<file path="config.mk">
export PLATFORM = sky130hd
export DESIGN_NAME = uart_rx_ctrl_flat
export DESIGN_NICKNAME = d
export VERILOG_FILES = /design/src/rtl/uart_rx_ctrl_if.sv /design/src/rtl/uart_rx_ctrl.sv /design/src/flat_wrapper.sv
export SDC_FILE = /design/constraint.sdc
export NUM_CORES = 1
export LEC_CHECK = 0
export BUFFER_PORTS_ARGS = -buffer_cell sky130_fd_sc_hd__buf_2
export CAP_MARGIN = 20
export CORE_MARGIN = 2
export CORE_UTILIZATION = 30
export CTS_BUF_LIST = sky130_fd_sc_hd__clkbuf_16
export CTS_CLUSTER_SIZE = 20
export DETAILED_ROUTE_END_ITERATION = 7
export PLACE_DENSITY_LB_ADDON = 0.25
export SLEW_MARGIN = 20
export SYNTH_ARGS = -nofsm -noshare
export SYNTH_HDL_FRONTEND = slang
export SYNTH_SLANG_ARGS = --single-unit
</file>
<file path="constraint.sdc">
create_clock -name clk -period 2.6 [get_ports clk]
set_input_delay 0.26 -clock clk [delete_from_list [all_inputs] [get_ports clk]]
set_output_delay 0.26 -clock clk [all_outputs]
set_load 0.1 [all_outputs]
</file>
<file path="src/rtl/uart_rx_ctrl_if.sv">
// Receive-controller signal bundle: tick/serial input, byte handshake, SIPO control and error pulses.
// master = the receive controller, slave = the tick source / consumer side.
interface uart_rx_ctrl_if #(
    parameter int WIDTH = 8
);
    logic             sample_tick;
    logic             rx;
    logic [WIDTH-1:0] rx_data;
    logic             rx_valid;
    logic             rx_ready;
    logic             shift_en;
    logic             hold_value;
    logic [3:0]       bit_count;
    logic             busy;
    logic             frame_err;
    logic             overrun_err;
    logic             parity_err;

    modport master (
        input  sample_tick, rx, rx_ready,
        output rx_data, rx_valid, shift_en, hold_value, bit_count,
               busy, frame_err, overrun_err, parity_err
    );

    modport slave (
        output sample_tick, rx, rx_ready,
        input  rx_data, rx_valid, shift_en, hold_value, bit_count,
               busy, frame_err, overrun_err, parity_err
    );
endinterface

</file>
<file path="src/rtl/uart_rx_ctrl.sv">
// UART receive sequencer: rx synchroniser, start qualification, mid-bit sampling, SIPO control,
// stop check and valid/ready output buffer. Define UART_RX_PARITY_EN to add an even-parity bit.
module uart_rx_ctrl #(
    parameter int WIDTH      = 8,
    parameter int OVERSAMPLE = 16
) (
    input  logic          clk,
    input  logic          reset,
    uart_rx_ctrl_if.master bus
);
    localparam int             TW       = $clog2(OVERSAMPLE);
    localparam logic [TW-1:0]  TICK_MID  = TW'(OVERSAMPLE / 2 - 1);
    localparam logic [TW-1:0]  TICK_LAST = TW'(OVERSAMPLE - 1);
    localparam logic [3:0]     BIT_LAST  = 4'(WIDTH - 1);

    typedef enum logic [2:0] {
        S_IDLE   = 3'd0,
        S_START  = 3'd1,
        S_DATA   = 3'd2,
        S_PARITY = 3'd3,
        S_STOP   = 3'd4
    } state_t;

    state_t           r_state;
    state_t           w_state_next;
    logic             r_sync1;
    logic             r_rx_sync;
    logic [TW-1:0]    r_tick_cnt;
    logic [3:0]       r_bit_count;
    logic [WIDTH-1:0] r_shift;
    logic [WIDTH-1:0] w_shift_in;
    logic [WIDTH-1:0] r_rx_data;
    logic             r_rx_valid;

    logic w_tick_mid;
    logic w_tick_last;
    logic w_shift;
    logic w_stop_pt;
    logic w_par_bad;
    logic w_accept;
    logic w_overrun;

    assign w_tick_mid  = bus.sample_tick && (r_tick_cnt == TICK_MID);
    assign w_tick_last = bus.sample_tick && (r_tick_cnt == TICK_LAST);
    assign w_shift     = (r_state == S_DATA) && w_tick_last;
    assign w_stop_pt   = (r_state == S_STOP) && w_tick_last;

`ifdef UART_RX_PARITY_EN
    logic r_parity_bit;

    always_ff @(posedge clk) begin
        if (reset) begin
            r_parity_bit <= 1'b0;
        end else if ((r_state == S_PARITY) && w_tick_last) begin
            r_parity_bit <= r_rx_sync;
        end
    end

    // Even parity: data bits plus the parity bit must XOR to zero.
    assign w_par_bad = (^r_shift) ^ r_parity_bit;
`else
    assign w_par_bad = 1'b0;
`endif

    // A good frame is stored if the buffer is free or is being drained this very cycle.
    assign w_accept  = w_stop_pt && r_rx_sync && !w_par_bad && (!r_rx_valid || bus.rx_ready);
    assign w_overrun = w_stop_pt && r_rx_sync && !w_par_bad && r_rx_valid && !bus.rx_ready;

    always_ff @(posedge clk) begin
        if (reset) begin
            r_sync1   <= 1'b1;
            r_rx_sync <= 1'b1;
        end else begin
            r_sync1   <= bus.rx;
            r_rx_sync <= r_sync1;
        end
    end

    always_ff @(posedge clk) begin
        if (reset) begin
            r_state <= S_IDLE;
        end else begin
            r_state <= w_state_next;
        end
    end

    always_comb begin
        w_state_next = r_state;
        if (bus.sample_tick) begin
            case (r_state)
                S_IDLE: begin
                    if (!r_rx_sync) w_state_next = S_START;
                end
                S_START: begin
                    if (w_tick_mid) w_state_next = r_rx_sync ? S_IDLE : S_DATA;
                end
                S_DATA: begin
                    if (w_tick_last && (r_bit_count == BIT_LAST)) begin
`ifdef UART_RX_PARITY_EN
                        w_state_next = S_PARITY;
`else
                        w_state_next = S_STOP;
`endif
                    end
                end
`ifdef UART_RX_PARITY_EN
                S_PARITY: begin
                    if (w_tick_last) w_state_next = S_STOP;
                end
`endif
                S_STOP: begin
                    if (w_tick_last) w_state_next = S_IDLE;
                end
                default: w_state_next = S_IDLE;
            endcase
        end
    end

    // Counter restarts on every state change so each state measures from its own entry.
    always_ff @(posedge clk) begin
        if (reset) begin
            r_tick_cnt <= '0;
        end else if ((w_state_next != r_state) || (r_state == S_IDLE)) begin
            r_tick_cnt <= '0;
        end else if (bus.sample_tick) begin
            r_tick_cnt <= (r_tick_cnt == TICK_LAST) ? '0 : r_tick_cnt + 1'b1;
        end
    end

    always_ff @(posedge clk) begin
        if (reset) begin
            r_bit_count <= 4'd0;
        end else if ((w_state_next == S_START) && (r_state != S_START)) begin
            r_bit_count <= 4'd0;
        end else if (w_shift) begin
            r_bit_count <= r_bit_count + 4'd1;
        end
    end

    genvar gi;
    generate
        for (gi = 0; gi < WIDTH; gi++) begin : g_shift
            if (gi == WIDTH - 1) begin : g_msb
                assign w_shift_in[gi] = r_rx_sync;
            end else begin : g_body
                assign w_shift_in[gi] = r_shift[gi+1];
            end
        end
    endgenerate

    always_ff @(posedge clk) begin
        if (reset) begin
            r_shift <= '1;
        end else if (w_shift) begin
            r_shift <= w_shift_in;
        end
    end

    always_ff @(posedge clk) begin
        if (reset) begin
            r_rx_data  <= '0;
            r_rx_valid <= 1'b0;
        end else begin
            if (w_accept) begin
                r_rx_data <= r_shift;
            end
            if (w_accept) begin
                r_rx_valid <= 1'b1;
            end else if (r_rx_valid && bus.rx_ready) begin
                r_rx_valid <= 1'b0;
            end
        end
    end

    always_comb begin
        bus.rx_data     = r_rx_data;
        bus.rx_valid    = r_rx_valid;
        bus.bit_count   = r_bit_count;
        bus.busy        = (r_state != S_IDLE);
        bus.shift_en    = w_shift;
        bus.hold_value  = !w_shift;
        bus.frame_err   = w_stop_pt && !r_rx_sync;
        bus.parity_err  = w_stop_pt && w_par_bad;
        bus.overrun_err = w_overrun;
    end
endmodule

</file>
<file path="src/flat_wrapper.sv">
// flat-port wrapper written by rule: the top's interface ports become plain ports
module uart_rx_ctrl_flat 
#(
    parameter int WIDTH      = 8,
    parameter int OVERSAMPLE = 16
)
  (clk, reset, bus_sample_tick, bus_rx, bus_rx_ready, bus_rx_data, bus_rx_valid, bus_shift_en, bus_hold_value, bus_bit_count, bus_busy, bus_frame_err, bus_overrun_err, bus_parity_err);
  uart_rx_ctrl_if #(.WIDTH(WIDTH)) bus_i ();
  input  logic clk;
  input  logic reset;
  input wire logic [$bits(bus_i.sample_tick)-1:0] bus_sample_tick;
  input wire logic [$bits(bus_i.rx)-1:0] bus_rx;
  input wire logic [$bits(bus_i.rx_ready)-1:0] bus_rx_ready;
  output wire logic [$bits(bus_i.rx_data)-1:0] bus_rx_data;
  output wire logic [$bits(bus_i.rx_valid)-1:0] bus_rx_valid;
  output wire logic [$bits(bus_i.shift_en)-1:0] bus_shift_en;
  output wire logic [$bits(bus_i.hold_value)-1:0] bus_hold_value;
  output wire logic [$bits(bus_i.bit_count)-1:0] bus_bit_count;
  output wire logic [$bits(bus_i.busy)-1:0] bus_busy;
  output wire logic [$bits(bus_i.frame_err)-1:0] bus_frame_err;
  output wire logic [$bits(bus_i.overrun_err)-1:0] bus_overrun_err;
  output wire logic [$bits(bus_i.parity_err)-1:0] bus_parity_err;
  assign bus_i.sample_tick = bus_sample_tick;
  assign bus_i.rx = bus_rx;
  assign bus_i.rx_ready = bus_rx_ready;
  assign bus_rx_data = bus_i.rx_data;
  assign bus_rx_valid = bus_i.rx_valid;
  assign bus_shift_en = bus_i.shift_en;
  assign bus_hold_value = bus_i.hold_value;
  assign bus_bit_count = bus_i.bit_count;
  assign bus_busy = bus_i.busy;
  assign bus_frame_err = bus_i.frame_err;
  assign bus_overrun_err = bus_i.overrun_err;
  assign bus_parity_err = bus_i.parity_err;
  uart_rx_ctrl #(.WIDTH(WIDTH), .OVERSAMPLE(OVERSAMPLE)) u_core (.clk(clk), .reset(reset), .bus(bus_i));
endmodule
</file>
After elaboration in Yosys (flattened, before gate mapping)
Index checks and enable logic that the tools add are counted.
{ "word_totals": {"reg_bits": 30, "latchBits": 0, "mem_bits_rw": 0, "mem_bits_ro": 0, "in_bits": 5, "out_inout_bits": 19, "word_cells": 52, "n_memories": 0} }
{ "op_classes": {"add_sub_neg": 2, "n_mul": 0, "div": 0, "order_cmp": 0, "n_eq_ne": 9, "shifts": 0, "n_mux": 10, "bitwise": 0, "n_reduce_logical": 23} }
{ "op_table": {"columns": ["cell", "count"], "rows": [
  ["$mux 3", 5],
  ["$logic_and 1x1->1", 12],
  ["$pmux 3 s4", 1],
  ["$add 4x1->4 const B", 2],
  ["$eq 4x3->1 const B", 2],
  ["$eq 3x1->1 const B", 2],
  ["$eq 4x4->1 const B", 1],
  ["$logic_not 1->1", 4],
  ["$mux 4", 1],
  ["$reduce_or 2->1", 2],
  ["$eq 3x2->1 const B", 1],
  ["$eq 3x3->1 const B", 1],
  ["$logic_not 3->1", 1],
  ["$ne 3x1->1 const B", 1],
  ["$ne 3x3->1", 1],
  ["$reduce_bool 3->1", 1],
  ["$logic_or 1x1->1", 2],
  ["$mux 1", 2],
  ["$mux 2", 1],
  ["$reduce_bool 2->1", 1]
]} }

Logic depth before layout (Yosys ltp)
Gate-level depths: netlist of run 1.
{ "depth": {"word_depth": 9, "ltp_mapped": 8, "mapped_depth_nobuf": 6} }

Least setup slack after synthesis of run 1
Ideal clock, no wire load.
{ "synth_path": {"path_type": "reg-to-output", "startpoint": "register u_core.r_rx_valid (netlist: u_core.bus.rx_valid)", "endpoint": "output port bus_overrun_err", "t_arrival_ps": 2512, "required_time_ps": 2340, "slack_ps": -172, "stages_incl_launch_ff": 3, "path_buffers": 0, "path_cell_list": "dfxtp_1 > nand2b_1 > nor2_1"} }
{ "synth_via": {"elab_chain_len": 2} }
{ "synth_lines": {"columns": ["element", "line", "text"], "rows": [
  ["from (decl)", "uart_rx_ctrl.sv:33", "logic r_rx_valid;"],
  ["from (signal assigned)", "uart_rx_ctrl.sv:162", "r_rx_valid <= 1'b0;"],
  ["from (signal assigned)", "uart_rx_ctrl.sv:168", "r_rx_valid <= 1'b1;"],
  ["from (signal assigned)", "uart_rx_ctrl.sv:170", "r_rx_valid <= 1'b0;"],
  ["$logic_and 1x1->1 (2 in series)", "uart_rx_ctrl.sv:67", "assign w_overrun = w_stop_pt && r_rx_sync && !w_par_bad && r_rx_valid && !bus.rx_ready;"],
  ["to (decl)", "flat_wrapper.sv:21", "output wire logic [$bits(bus_i.overrun_err)-1:0] bus_overrun_err;"]
]} }
No other way between the ends.

Worst setup path in the final report of run 1
{ "layout_path": {"startpoint": "register u_core.r_state[1]", "endpoint": "output port bus_shift_en"} }
{ "layout_via": {"elab_chain_len": 2} }
{ "layout_lines": {"columns": ["element", "line", "text"], "rows": [
  ["from (decl)", "uart_rx_ctrl.sv:24", "state_t r_state;"],
  ["from (signal assigned)", "uart_rx_ctrl.sv:83", "r_state <= w_state_next;"],
  ["$eq 3x2->1", "uart_rx_ctrl.sv:45", "assign w_shift = (r_state == S_DATA) && w_tick_last;"],
  ["$logic_and 1x1->1", "uart_rx_ctrl.sv:45", null],
  ["to (decl)", "flat_wrapper.sv:16", "output wire logic [$bits(bus_i.shift_en)-1:0] bus_shift_en;"]
]} }
No other way between the ends.

==> impl_metrics.py, run 1 <==
metrics = {
    "cells_and_area": {
        "antenna_cells": 0,
        "layout_common_cells": "dfxtp_1, nand2_1, buf_2, nor2_1, mux2i_1",
        "final_common_cell": "dfxtp_1",
        "postLayoutCellArea_sq_um": 1660,
        "area_growth_syn_to_layout_pct": 17.8,
        "drive_above_1_share_pct": 23.0,
        "fin_nets": 181,
        "post-route-util_pct": 37.4,
        "fin_cells": 226,
    },
    "place": {
        "io_buffer_count": 22,
        "gp_congestion": 0.749,
        "dpl_cell_area_sq_um": 1510,
        "dp_hpwl_um": 1890,
        "dp.cells": 219,
    },
    "timing": {
        "period_share_pct": 90.1,
        "skew_ps": 4.40,
        "rsz0062_at_grt": "no",
        "period_needed_ps": 2340,
        "max_freq_mhz": 427,
        "slew_viol_final": 0,
        "hold_viol": 0,
        "finalSetupViolCount": 0,
        "whs_ps": 182,
        "finalSetupTns_ps": 0,
    },
    "setup_path": {
        "critPathRequiredTime_ps": 2340,
        "cp_max_fo": 11,
        "worstSetupPathType": "reg2out",
        "cp_cell_sequence": "nor3b_4 -> nand2_2 -> inv_2 -> buf_2",
        "crit_slowest_cell": "dfxtp_1",
        "rrSetupSlack_ps": 910,
        "worstPathArrival_ps": 2080,
        "critPathBufInv": 2,
        "start_kind": "flip-flop",
        "cp_slowest_stage_delay_ps": 570,
        "critPathTopFamily": "buffers and inverters",
        "endpoint_kind": "primary output",
    },
    "clocking": {
        "clkTransAtPathRegs_ps": 50,
        "post_cts_buffers": 0,
        "worstSkewPairLatency_ps": 270,
        "cts_tree": "built",
        "clock-sinks": 30,
        "ctsResizeCount": 0,
        "postCtsHoldBufs": 0,
        "cts-root-buf": "clkbuf_16",
        "cts_buffer_depth": 2,
        "htree_levels": 2,
        "numCtsBuffers": 5,
    },
    "routing": {
        "drc": 0,
        "drt_iter0_markers": 38,
        "antenna_left": 0,
        "num_vias": 1107,
        "totalWireLength_um": 2760,
        "vias_per_cell": 4.90,
        "post_drt_wl_per_cell_um": 12.2,
        "drtPass1Iterations": 4,
    },
    "global_routing": {
        "grt-ovfl-total": 0,
        "grt_pass1_wl_um": 4500,
        "grtUsageTotal_pct": 11.1,
        "grt_max_degree": 25,
        "grt_pass1_vias": 978,
        "grt_antenna_before_repair": 0,
    },
    "floorplanning": {
        "dieArea_sq_um": 5270,
        "fp.dieW_um": 72.6,
        "rows": 24,
        "die_h_um": 72.6,
        "core_area_sq_um": 4440,
        "ioPinCount": 24,
        "initial_core_util_pct": 31.8,
    },
    "pwr": {
        "p_per_area_nw_per_um2": 676,
        "power.leakage_nw": 0.766,
        "peakVddDrop_mv": 0.285,
    },
    "status": {
        "status": "complete, no violations",
    },
    "logic_synthesis": {
        "synth_ff_type": "dfxtp_1",
        "async_flop_share_pct": 0,
        "yosysUniqueCellTypes": 39,
        "synth.yosys.seq_area_share_pct": 42.5,
        "synth_edf_count": 0,
        "syn_avg_cell_area_sq_um": 9.00,
        "syn_nets": 164,
        "synthCells": 157,
        "synth_area_sq_um": 1410,
        "ys_seq_elements": 30,
        "synth_warnings": 0,
    },
    "run": {
        "drv_cap": 0,
    },
    "hold_path": {
        "hp-class": "in2reg",
    },
}
-- through the flow --
stage / setup WS [ps] / power (mW)
after floorplan: 109 / 0.508
after global placement: 642 / 0.512
after detailed placement: 587 / 0.512
after CTS: 253 / 1.14
after global routing: 141 / 1.16
final: 257 / 1.12
-- worst paths after layout --
kind	start	endpoint	cells past startpoint
min	bus_rx	u_core.r_sync1	2
max	u_core.r_state[1]	bus_shift_en	4
max reg2reg	u_core.r_tick_cnt[0]	u_core.bus.rx_data[6]	6
min reg2reg	u_core.r_sync1	u_core.r_rx_sync	1
-- state kept, by name, summed over array words and instances, names as in the netlist --
register              flops
u_core.r_state            3
u_core.r_tick_cnt         4
u_core.bus.rx_valid       1
u_core.bus.rx_data        8
u_core.r_sync1            1
u_core.r_rx_sync          1
u_core.bus.bit_count      4
u_core.r_shift            8
-- cell usage after synthesis, types with 2 or more instances --
| cell | instances | area share (%) |
|---|---|---|
| nor3b_4 | 2 | 2.7 |
| nand2_1 | 25 | 6.6 |
| a32oi_1 | 2 | 1.2 |
| mux2i_1 | 9 | 6.4 |
| ha_1 | 2 | 1.8 |
| buf_6 | 2 | 1.6 |
| dfxtp_1 | 30 | 43 |
| o31ai_1 | 2 | 1.1 |
| nand3b_1 | 8 | 4.3 |
| nand4_1 | 2 | 0.89 |
| nand2b_1 | 4 | 1.8 |
| nor2_1 | 18 | 4.8 |
| nor2b_1 | 2 | 0.89 |
| xnor2_1 | 2 | 1.2 |
| or2_2 | 2 | 0.89 |
| and2_1 | 2 | 0.89 |
| a21oi_1 | 6 | 2.1 |
| xor2_1 | 2 | 1.2 |
| buf_4 | 7 | 3.7 |
| buf_2 | 2 | 0.71 |
| nand3_1 | 5 | 1.8 |
| clkbuf_1 | 2 | 0.53 |
| o21ai_0 | 3 | 1.1 |
-- final cells by class --
class                      instances  area, sq um
multi-input combinational        113          718
sequential                        30          601
clock inverter                     2         33.8
inverter                           1         3.75
fill                             465         2780
clock buffer                       5          125
timing repair buffer              23          118
tap                               52         65.1
-- metal layers --
layer  vias up  part of all wire [%]  track usage (%)
met2        38                    45             17.3
met5         -                     0                0
met4         0                  0.76             4.32
li1        563                     -                -
met1       504                    47             13.6
met3         2                   6.9             4.56
-- logic make-up (layout without fill, tap and decap cells) --
| kind of cell | Yosys count | after routing | share of synthesized area, % |
|---|---|---|---|
| simple gates | 78 | 78 | 30.3 |
| flops | 30 | 30 | 42.5 |
| compound gates | 18 | 18 | 8.68 |
| buf+inv | 14 | 31 | 6.82 |
| mux | 10 | 10 | 7.17 |
| xor+xnor | 4 | 4 | 2.48 |
| fa+ha+maj | 2 | 2 | 1.77 |
| other cells | 1 | 1 | 0.265 |
-- where the power goes --
part | internal (mW) | switching [mW] | total [mW]
registers | 0.463 | 0.00432 | 0.468
logic | 0.0113 | 0.0241 | 0.0354
clock network | 0.441 | 0.180 | 0.621
(Power assumes the default switching activity.)
==> run 2, diff against run 1 <==
--- a/config.mk
+++ b/config.mk
@@ -10,9 +10,11 @@
 export CORE_MARGIN = 2
 export CORE_UTILIZATION = 30
 export CTS_BUF_LIST = sky130_fd_sc_hd__clkbuf_16
-export CTS_CLUSTER_SIZE = 20
+export CTS_CLUSTER_SIZE = 16
 export DETAILED_ROUTE_END_ITERATION = 7
+export MAX_ROUTING_LAYER = met4
 export PLACE_DENSITY_LB_ADDON = 0.25
+export SKIP_CTS_REPAIR_TIMING = 1
 export SLEW_MARGIN = 20
 export SYNTH_ARGS = -nofsm -noshare
 export SYNTH_HDL_FRONTEND = slang
==> run 2 against run 1 <==
Net effect:
- largest cell class unchanged
- global-route usage up 0.36 points
- sequential power hardly changed
- count of clock-buffer cells in the layout stayed put
- via count grew 0.90%
- largest power group unchanged
- non-clock buffer count unchanged
- sequential share of layout area unchanged
- final cell count unchanged
- total power about the same
- setup slack better by 3.8 ps
- sequential cell count stayed put
- clock skew barely moved
- final area unchanged
==> impl_metrics.py, run 2 (synthesis results as in run 1) <==
metrics = {
    "routing": {
        "totalWireLength_um": 2780,
        "post_drt_wl_per_cell_um": 12.3,
        "drc": 0,
        "drtPass1Iterations": 4,
        "antenna_left": 0,
        "num_vias": 1117,
        "drt_iter0_markers": 61,
        "vias_per_cell": 4.94,
    },
    "setup_path": {
        "endpoint_kind": "primary output",
        "worstSetupPathType": "reg2out",
        "r2r_start": "u_core.r_tick_cnt[0]",
        "worstPathArrival_ps": 2080,
        "r2r_end": "u_core.bus.rx_data[6]",
        "critPathRequiredTime_ps": 2340,
        "rrSetupSlack_ps": 910,
        "cp_max_fo": 11,
        "start_kind": "flip-flop",
        "startpoint": "u_core.r_state[1]",
        "reg2regPathDepth": 6,
    },
    "cells_and_area": {
        "area_growth_syn_to_layout_pct": 17.8,
        "final_common_cell": "dfxtp_1",
        "postLayoutCellArea_sq_um": 1660,
        "layout_common_cells": "dfxtp_1, nand2_1, buf_2, nor2_1, mux2i_1",
        "fillCellCount": 465,
        "multi_input_area_sq_um": 718,
        "fin_nets": 181,
        "post-route-util_pct": 37.4,
        "antenna_cells": 0,
        "drive_above_1_share_pct": 23.0,
        "fin_cells": 226,
        "regArea_sq_um": 601,
    },
    "pwr": {
        "p_int_mw": 0.916,
        "power.switching_mw": 0.209,
        "p_per_area_nw_per_um2": 676,
        "clkPwrFrac_pct": 55.3,
        "sw_frac_of_total_pct": 18.6,
        "comb_power_share_pct": 3.2,
        "pwr-share-seq_pct": 41.6,
        "power.leakage_nw": 0.766,
        "peakVddDrop_mv": 0.285,
    },
    "global_routing": {
        "grt_pass1_vias": 976,
        "grt-ovfl-total": 0,
        "grt_max_degree": 25,
        "met1_usage_pct": 13.7,
        "top_usage_layer": "met2",
        "grt_pass1_wl_um": 4510,
        "grtUsageMet3_pct": 4.56,
        "met2_usage_pct": 17.3,
        "grtUsageTotal_pct": 11.4,
        "grt_antenna_before_repair": 0,
    },
    "timing": {
        "skew_ps": 4.41,
        "finalSetupTns_ps": 0,
        "hold_viol": 0,
        "whs_ps": 182,
        "period_needed_ps": 2340,
        "max_freq_mhz": 428,
        "finalSetupViolCount": 0,
        "rsz0062_at_grt": "no",
        "period_share_pct": 90.0,
        "slew_viol_final": 0,
    },
    "place": {
        "dpl_cell_area_sq_um": 1510,
        "io_buffer_count": 22,
        "dp_hpwl_um": 1890,
        "gp_congestion": 0.758,
        "dp.cells": 219,
    },
    "clocking": {
        "clock-sinks": 30,
        "worstSkewPairLatency_ps": 270,
        "cts-root-buf": "clkbuf_16",
        "cts_buffer_depth": 2,
        "clkTransAtPathRegs_ps": 50,
        "cts_tree": "built",
        "htree_levels": 2,
        "numCtsBuffers": 5,
    },
    "run": {
        "drv_cap": 0,
    },
    "floorplanning": {
        "rows": 24,
        "dieArea_sq_um": 5270,
        "fp.dieW_um": 72.6,
        "die_h_um": 72.6,
        "core_area_sq_um": 4440,
        "initial_core_util_pct": 31.8,
        "ioPinCount": 24,
    },
    "hold_path": {
        "min_to": "u_core.r_sync1",
        "whs_path_depth": 2,
        "hp-class": "in2reg",
        "hold_start": "bus_rx",
    },
    "status": {
        "status": "complete, no violations",
    },
}
==> run 2: layer usage <==
layer / routed length (um) / up-vias
met5: 0 / -
met4: 21 / 0
met3: 198 / 2
met2: 1260 / 40
met1: 1300 / 510
li1: - / 565
==> run 2: power by group through the flow <==
stage,clock network (mW),logic [mW],registers (mW)
floorplan,0,0.0347,0.473
global placement,0,0.0353,0.476
detailed placement,0,0.0356,0.476
CTS,0.639,0.0357,0.467
global route,0.658,0.0386,0.467
finish,0.622,0.0357,0.467
==> run 2: layout make-up <==
cell class              instances  area share (%)
multi-input cells             113            43.2
flip-flops and latches         30            36.1
clock buffers                   5            7.52
repair buffers                 23            7.07
well taps                      52            3.91
clock inverters                 2            2.03
inverters                       1           0.226
==> run 2: critical path, stage by stage, from the launching register on <==
cell and delay (ps):
dfxtp_1 570, nor3b_4 360, nand2_2 210, inv_2 210, buf_2 460
==> run 2: metrics by stage <==
stage | worst slack (ps) | total power, mW
finish | 261 | 1.12
detailed placement | 587 | 0.512
global route | 132 | 1.16
floorplan | 109 | 0.508
global placement | 642 | 0.512
CTS | 253 | 1.14
==> run 2: how the worst max path moves through the flow <==
stage / to / slack [ps] / cells past startpoint
floorplan: bus_frame_err / 110 / 5
finish: bus_shift_en / 260 / 4
CTS: bus_shift_en / 250 / 4
global placement: bus_shift_en / 640 / 4
detailed placement: bus_shift_en / 590 / 4
global route: bus_shift_en / 130 / 4
==> run 3, diff against run 2 <==
==> constraint.sdc (replaced) <==
create_clock -name clk -period 2.5 [get_ports clk]
set_input_delay 0.5 -clock clk [delete_from_list [all_inputs] [get_ports clk]]
set_output_delay 0.5 -clock clk [all_outputs]
set_load 0.1 [all_outputs]
==> run 3 against run 2 <==
Net effect:
- non-clock buffer count up 1
- final cell count increased by 0.88%
- total power up 5.5%
- utilization increased by 1.4 points
- count of clock-buffer cells in the layout stayed put
- first-iteration DRC count down 57%
==> impl_metrics.py, run 3 (synthesis results as in run 1) <==
metrics = {
    "status": {
        "status": "complete, no violations",
    },
    "floorplanning": {
        "rows": 24,
        "ioPinCount": 24,
        "initial_core_util_pct": 31.8,
        "dieArea_sq_um": 5270,
        "die_h_um": 72.6,
        "core_area_sq_um": 4440,
        "fp.dieW_um": 72.6,
    },
    "clocking": {
        "clkTransAtPathRegs_ps": 50,
        "cts_tree": "built",
        "worstSkewPairLatency_ps": 270,
        "numCtsBuffers": 5,
        "cts_buffer_depth": 2,
        "cts-root-buf": "clkbuf_16",
        "clock-sinks": 30,
        "htree_levels": 2,
    },
    "routing": {
        "antenna_left": 0,
        "post_drt_wl_per_cell_um": 12.3,
        "totalWireLength_um": 2800,
        "drc": 0,
        "drtPass1Iterations": 4,
        "drt_iter0_markers": 26,
        "num_vias": 1122,
        "vias_per_cell": 4.92,
    },
    "global_routing": {
        "grt_max_degree": 25,
        "grt_antenna_before_repair": 0,
        "grtUsageTotal_pct": 11.9,
        "grt-ovfl-total": 0,
        "grt_pass1_wl_um": 4770,
        "grt_pass1_vias": 1056,
    },
    "setup_path": {
        "worstPathArrival_ps": 1810,
        "cp_max_fo": 7,
        "cp_cell_sequence": "ha_1 -> and4_2 -> nand3_1 -> nor2_2 -> buf_12",
        "worstSetupPathType": "reg2out",
        "cp_slowest_stage_delay_ps": 390,
        "critPathTopFamily": "simple AND/OR/NAND/NOR gates",
        "endpoint_kind": "primary output",
        "crit_slowest_cell": "and4_2",
        "critPathRequiredTime_ps": 2000,
        "critPathBufInv": 1,
        "start_kind": "flip-flop",
    },
    "timing": {
        "rsz0062_at_grt": "no",
        "finalSetupTns_ps": 0,
        "fin_ws_ps": 190,
        "hold_viol": 0,
        "finalSetupViolCount": 0,
        "whs_ps": 410,
        "skew_ps": 5.04,
        "period_share_pct": 92.4,
        "slew_viol_final": 0,
        "max_freq_mhz": 433,
        "period_needed_ps": 2310,
    },
    "pwr": {
        "p_per_area_nw_per_um2": 687,
        "power.leakage_nw": 0.784,
        "peakVddDrop_mv": 0.612,
        "power_mw": 1.19,
    },
    "cells_and_area": {
        "area_growth_syn_to_layout_pct": 22.2,
        "final_common_cell": "dfxtp_1",
        "postLayoutCellArea_sq_um": 1730,
        "drive_above_1_share_pct": 25.6,
        "post-route-util_pct": 38.9,
        "fin_nets": 182,
        "antenna_cells": 0,
        "layout_common_cells": "dfxtp_1, nand2_1, buf_2, nor2_1, mux2i_1",
        "fin_cells": 228,
        "fillCellCount": 456,
    },
    "hold_path": {
        "hp-class": "reg2reg",
    },
    "place": {
        "dp.cells": 220,
        "io_buffer_count": 22,
        "gp_congestion": 0.770,
        "pre_cts_slack_ps": 251,
        "dp_hpwl_um": 1990,
        "dpl_cell_area_sq_um": 1560,
    },
    "run": {
        "drv_cap": 0,
    },
}
run 3: changes by cell type in the layout (fill, tap and decap cells not counted):
cell / before / now
and4_2: 0 / 1
clkinv_2: 0 / 2
nor2_2: 1 / 2
nor2_1: 17 / 16
buf_12: 0 / 3
buf_2: 22 / 19
clkinv_1: 1 / 0
and4_1: 1 / 0
buf_4: 1 / 2
run 3: worst paths after layout:
path	from	to	slack, ps	cells past startpoint
setup reg to reg	u_core.r_tick_cnt[1]	u_core.bus.bit_count[0]	790	7
hold / removal	u_core.r_sync1	u_core.r_rx_sync	410	1
hold reg to reg	u_core.r_sync1	u_core.r_rx_sync	410	1
setup / recovery	u_core.r_tick_cnt[1]	bus_overrun_err	190	5
run 3: where the power goes:
group	internal (mW)	leakage [nW]	switching, mW
sequential	0.481	0.242	0.00449
combinational	0.0117	0.458	0.0248
clock	0.465	0.0836	0.200
run 3: routing by layer:
metal | track usage [%] | share of wire (%)
met1 | 15.6 | 49
met4 | 4.12 | 0.61
met3 | 3.31 | 4.0
met5 | - | 0
met2 | 17.6 | 46
run 3: final cells by class:
cell class	instances	area [sq um]	share of cell area, %
clock inverter	3	40.0	2.32
timing repair buffer	24	170	9.86
multi-input combinational	113	722	41.8
sequential	30	601	34.8
inverter	1	3.75	0.217
clock buffer	5	125	7.25
tap	52	65.1	3.77
